## config.mk

```make
export PLATFORM = sky130hd
export DESIGN_NAME = pipe_stage_elastic
export DESIGN_NICKNAME = d
export VERILOG_FILES = /design/src/rtl/pipe_stage_elastic.sv
export SDC_FILE = /design/constraint.sdc
export NUM_CORES = 1
export LEC_CHECK = 0
export ABC_AREA = 1
export BUFFER_PORTS_ARGS = -buffer_cell sky130_fd_sc_hd__buf_2
export CAP_MARGIN = 20
export CORE_UTILIZATION = 50
export CTS_CLUSTER_DIAMETER = 150
export DETAILED_ROUTE_END_ITERATION = 6
export GPL_TIMING_DRIVEN = 0
export MAX_ROUTING_LAYER = met4
export PLACE_DENSITY = 0.8
export SLEW_MARGIN = 10
export SYNTH_ARGS = -nofsm -noshare
export SYNTH_HDL_FRONTEND = slang
export SYNTH_SLANG_ARGS = --single-unit
```

## constraint.sdc

```tcl
create_clock -name clk -period 2 [get_ports clk]
set_clock_uncertainty 0.2 [all_clocks]
set_input_delay 0 -clock clk [delete_from_list [all_inputs] [get_ports clk]]
set_output_delay 0 -clock clk [all_outputs]
set_load 0.005 [all_outputs]
```

## src/rtl/pipe_stage_elastic.sv

```systemverilog
// pipe_stage_elastic: elastic pipeline register with a 2-entry skid buffer,
// a valid/ready handshake on both sides, a registered in_ready and a synchronous flush.
// Ports: clk and reset (async, active-low); flush;
//   in_valid/in_ready/in_payload (upstream side);
//   out_valid/out_ready/out_payload (downstream side);
//   stall_cnt/bubble_cnt (perf counters).
// Optional: define PIPE_STAGE_PERF_EN to build the counters; otherwise they are tied to 0.
module pipe_stage_elastic #(
  parameter int PAYLOAD_W = 107,
  parameter int CTRL_W    = 5,
  parameter int CNT_W     = 32
) (
  input  logic                 clk,
  input  logic                 reset,
  input  logic                 flush,
  input  logic                 in_valid,
  output logic                 in_ready,
  input  logic [PAYLOAD_W-1:0] in_payload,
  output logic                 out_valid,
  input  logic                 out_ready,
  output logic [PAYLOAD_W-1:0] out_payload,
  output logic [CNT_W-1:0]     stall_cnt,
  output logic [CNT_W-1:0]     bubble_cnt
);

  typedef enum logic [1:0] {
    S_EMPTY,
    S_ONE,
    S_FULL
  } state_t;

  state_t r_state;
  state_t w_state_nxt;

  logic [PAYLOAD_W-1:0] r_main;
  logic [PAYLOAD_W-1:0] r_skid;
  logic                 r_in_ready;

  logic w_in_fire;
  logic w_out_fire;
  logic w_ld_main_in;
  logic w_ld_main_skid;
  logic w_ld_skid;

  assign in_ready   = r_in_ready;
  assign out_valid  = (r_state != S_EMPTY);
  assign w_in_fire  = in_valid && r_in_ready;
  assign w_out_fire = out_valid && out_ready;

  // Control bits are masked while idle so a bubble never
  // carries stale write/branch enables downstream.
  assign out_payload = {r_main[PAYLOAD_W-1:CTRL_W],
                        r_main[CTRL_W-1:0] & {CTRL_W{out_valid}}};

  always_comb begin
    w_state_nxt    = r_state;
    w_ld_main_in   = 1'b0;
    w_ld_main_skid = 1'b0;
    w_ld_skid      = 1'b0;
    if (flush) begin
      w_state_nxt = S_EMPTY;
    end else begin
      case (r_state)
        S_EMPTY: begin
          if (w_in_fire) begin
            w_state_nxt  = S_ONE;
            w_ld_main_in = 1'b1;
          end
        end
        S_ONE: begin
          if (w_in_fire && w_out_fire) begin
            w_ld_main_in = 1'b1;
          end else if (w_in_fire) begin
            w_state_nxt = S_FULL;
            w_ld_skid   = 1'b1;
          end else if (w_out_fire) begin
            w_state_nxt = S_EMPTY;
          end
        end
        S_FULL: begin
          if (w_out_fire) begin
            w_state_nxt    = S_ONE;
            w_ld_main_skid = 1'b1;
          end
        end
        default: w_state_nxt = S_EMPTY;
      endcase
    end
  end

  // in_ready is derived from the next state so it is a
  // plain flop and never depends on out_ready combinationally.
  always_ff @(posedge clk or negedge reset) begin
    if (!reset) begin
      r_state    <= S_EMPTY;
      r_in_ready <= 1'b0;
    end else begin
      r_state    <= w_state_nxt;
      r_in_ready <= (w_state_nxt != S_FULL);
    end
  end

  always_ff @(posedge clk or negedge reset) begin
    if (!reset) begin
      r_main <= '0;
      r_skid <= '0;
    end else begin
      if (w_ld_main_in) begin
        r_main <= in_payload;
      end else if (w_ld_main_skid) begin
        r_main <= r_skid;
      end
      if (w_ld_skid) begin
        r_skid <= in_payload;
      end
    end
  end

`ifdef PIPE_STAGE_PERF_EN
  localparam logic [CNT_W-1:0] CNT_ONE = CNT_W'(1);

  logic [CNT_W-1:0] r_stall_cnt;
  logic [CNT_W-1:0] r_bubble_cnt;

  // Saturating; flush deliberately leaves the counts alone.
  always_ff @(posedge clk or negedge reset) begin
    if (!reset) begin
      r_stall_cnt  <= '0;
      r_bubble_cnt <= '0;
    end else begin
      if (out_valid && !out_ready && (r_stall_cnt != '1)) begin
        r_stall_cnt <= r_stall_cnt + CNT_ONE;
      end
      if (!out_valid && (r_bubble_cnt != '1)) begin
        r_bubble_cnt <= r_bubble_cnt + CNT_ONE;
      end
    end
  end

  assign stall_cnt  = r_stall_cnt;
  assign bubble_cnt = r_bubble_cnt;
`else
  assign stall_cnt  = '0;
  assign bubble_cnt = '0;
`endif

endmodule

```

==> results summary <==
The count of buffers inserted at the top-level ports came out at 220. The synthesized netlist devotes 33.1% of its cell area to simple gates. The final-layout fill cell count came out at 1,659.

The clock tree root buffer cell is sky130_fd_sc_hd__clkbuf_16. The ratio of routed vias to standard cells came out at 5.21. The die extent in x is 149 um. The adder-cell share of the synthesized area is 0%. The total die area is 22,200 um^2. The utilization after layout came out at 68.4%.

The power consumption came out at 12.8 mW. The transition at the pin with the smallest max-transition slack is 0.608 ns. The startpoint identified for the worst hold timing path is in_payload[24]. The detailed-routing iteration count for the pre-antenna-repair pass came out at 5. The largest net degree at the start of global routing came out at 112.

The core area is 21,100 um^2. In this run, distinct cell masters in the synthesized netlist total 16. The worst relative slew slack is 59.5%. The residual overflow from global routing came out at 0. The share of the Yosys chip area taken by registers is 50.4%. The worst-path maximum fanout is 10. Of the post-synthesis cell area, the dominant cell type holds 50.4%.

The xor and xnor fraction of the mapped netlist area is 0%. Timing would allow up to 521 MHz. For the worst setup path, the data required time is 2.23 ns. The post-synthesis compound-gate area fraction came out at 0.232%. The worst setup path is of the flip-flop to flip-flop kind.

Of the available clock period, the critical path in the final layout requires 95.9%. At the worst endpoint, the arrival time is 2.14 ns. Routability-driven placement finished with a final weighted congestion of 0.866. The count of nets left with antenna violations after detail routing is 0. The worst hold path was traced through 4 stages. The non-filler instance count after layout came out at 1,992. The synthesized instance count came out at 1,275. The static leakage is 7.72 nW. The clock sink count is 217.

Clock-pin slew was measured on the worst setup and hold paths at 0.06 ns. CTS built an H-tree with a depth of 1. TritonCTS built the clock tree. The maximum buffer depth of the clock tree is 3. The proportion of synthesized area in mux cells came out at 0%.

The internal reg-to-reg setup slack is 0.08 ns. The depth of the worst register-to-register path is 6. The first-pass GRT wire length came out at 49,700 um. The clock latency of the later-clocked register in the worst-skew pair is 0.50 ns. Summed over all instances, the cell type with the most area after synthesis is sky130_fd_sc_hd__dfrtp_1. The number of rows created at floorplan came out at 53. Sorting the synthesized cells by area gives the leading types as sky130_fd_sc_hd__dfrtp_1 (50%), sky130_fd_sc_hd__nand3_1 (25%), sky130_fd_sc_hd__buf_4 (12%). The total count of max-transition violations in the final report was 0. The number of violations reported at the end of detailed-routing iteration 0 is 792.

The met3 usage came out at 4.56%. The clock period minus worst slack is 1.92 ns. The layout overhead on the synthesized area is 33.9%. The total of warnings raised by yosys is 0. The flip-flop and latch count after synthesis came out at 217. The power density of the placed cells is 888 nW/um^2. VDD sags by at most 0.682 mV. The average wire per standard cell is 15.7 um. The average cell area after synthesis is 8.46 um^2.

The largest family of logic cells by synthesized area is simple AND/OR/NAND/NOR gates. The capture instance of the worst register-to-register path is r_main[7]. Pin placement for this block handled 285 I/O pins. The half-perimeter wire length after detailed placement came out at 20,300 um.

The initial antenna violation count was 1. For this run, the post-layout net count is 1,813. The terminating pin of the worst hold path is r_skid[24]. The layer flagged by global routing as most heavily used is met2. Counting the buffers created by CTS gives 23.

The worst register-to-register path begins at r_state[0]. The global-route track usage on met1 came out at 35.4%. The detailed-route DRC error count is 0. After routing, the total negative slack on setup checks comes to 0 ns. STA classifies the critical path startpoint as a flip-flop. The total setup violations reported at the end of the flow came out at 0. The routed wire length is 31,300 um. The fraction of met2 tracks used by global routing is 48.6%. The overall via count from detail_route is 10.4k.

The count of endpoints failing hold in the final timing report is 0. The count of placed standard cells including taps came out at 1,834. The fraction of layout instances using a drive strength above 1 is 28.9%. The smallest hold slack is 0.0864 ns.

The worst hold path belongs to the class input pin to flip-flop. Global routing consumed, over all layers together, 29.1% of the routing resources. The die extent in y came out at 149 um. Max-cap violations in this run came to 0.

The via count of the first global-routing pass came to 9,988. The initial standard-cell utilization of the core came out at 51.1%. The run finished with clean final reports. The combined area of all synthesized cells is 10,800 um^2. The worst setup path is captured at a flip-flop.
==> state kept, by name, summed over array words and instances, names as in the netlist <==
signal / flops
r_main: 107
r_skid: 107
r_state: 2
in_ready: 1
==> how the worst max path moves through the flow <==
| stage | start | endpoint | slack (ns) |
|---|---|---|---|
| floorplan | r_state[0] | r_main[50] | 0.35 |
| global placement | reset | r_skid[26] | -2.94 |
| detailed placement | r_state[0] | r_main[79] | -0.42 |
| CTS | in_ready | r_skid[49] | 0.003 |
| global route | r_state[0] | r_main[32] | -0.006 |
| finish | r_state[0] | r_main[7] | 0.08 |
==> cells by family after synthesis <==
group           after synthesis
compound gates                5
other cells                   1
buf+inv                     282
simple gates                770
flops                       217
==> layer usage <==
metal / vias up / share of wire [%]
met5: - / 0
met4: 0 / 3.7
met3: 92 / 7.7
met2: 520 / 50
met1: 4847 / 39
li1: 4916 / -
==> report_power, final <==
part           total, mW  switching [mW]  internal, mW
Combinational       2.95            1.42          1.53
Clock               3.96            1.69          2.27
Sequential          5.92           0.565          5.35
==> final cells by class <==
class	count	area, um^2	area share, %
Sequential cell	217	5430	37.6
Multi-Input combinational cell	839	3870	26.8
Timing Repair Buffer	339	2310	16.0
Buffer	268	1740	12.1
Clock buffer	35	661	4.58
Tap cell	275	344	2.38
Inverter	13	48.8	0.338
Clock inverter	5	27.5	0.191
Antenna cell	1	2.50	0.0173
==> cells in the mapped netlist, drive strengths merged <==
cell and instances:
clkbuf 56, nand3 531, o21ai 2, buf 213
nand2 226, inv 13, dfrtp 217, a21oi 3
nor2 13, conb 1
==> critical path, stage by stage (launching register included) <==
cell and delay (ns):
sky130_fd_sc_hd__dfrtp_1 0.36, sky130_fd_sc_hd__buf_2 0.16, sky130_fd_sc_hd__a21oi_2 0.24, sky130_fd_sc_hd__buf_6 0.22, sky130_fd_sc_hd__clkbuf_1 0.38, sky130_fd_sc_hd__nand3_1 0.16
sky130_fd_sc_hd__nand3_1 0.13
==> through the flow <==
step | area, um^2 | setup slack [ns]
floorplan | 11000 | 0.353
CTS | 14400 | 0.00267
global placement | 12500 | -2.94
global route | 14400 | -0.00563
finish | 14400 | 0.0811
detailed placement | 12500 | -0.416
==> timing repair <==
item,4_1_cts,5_1_grt
cloned,0,0
hold endpoints to repair,327,0
resized for setup,17,37
endpoints found under the setup margin,210,308
hold buffers,112,0
pin swaps,2,1
setup buffers,4,2
==> cell usage in the layout (no fill, tap or decap) <==
cell                              n
sky130_fd_sc_hd__clkbuf_2        21
sky130_fd_sc_hd__clkbuf_16       23
sky130_fd_sc_hd__o21ai_0          2
sky130_fd_sc_hd__clkbuf_8         4
sky130_fd_sc_hd__conb_1          64
sky130_fd_sc_hd__buf_16           1
sky130_fd_sc_hd__clkinvlp_4       1
sky130_fd_sc_hd__buf_4          175
sky130_fd_sc_hd__dfrtp_2          1
sky130_fd_sc_hd__nand2_1        223
sky130_fd_sc_hd__clkbuf_4         1
sky130_fd_sc_hd__buf_12           1
sky130_fd_sc_hd__clkinv_2         4
sky130_fd_sc_hd__nor2_1           9
sky130_fd_sc_hd__nand2_4          1
sky130_fd_sc_hd__a21oi_2          1
sky130_fd_sc_hd__buf_6            4
sky130_fd_sc_hd__nand2_2          2
sky130_fd_sc_hd__dlygate4sd3_1  112
sky130_fd_sc_hd__buf_2          252
sky130_fd_sc_hd__dfrtp_1        216
sky130_fd_sc_hd__diode_2          1
sky130_fd_sc_hd__buf_1            3
sky130_fd_sc_hd__nor2_4           4
sky130_fd_sc_hd__nand3_1        531
sky130_fd_sc_hd__a21oi_1          2
sky130_fd_sc_hd__inv_1           13
sky130_fd_sc_hd__clkbuf_1        45
Note: power is estimated with default switching activity, not from simulation.
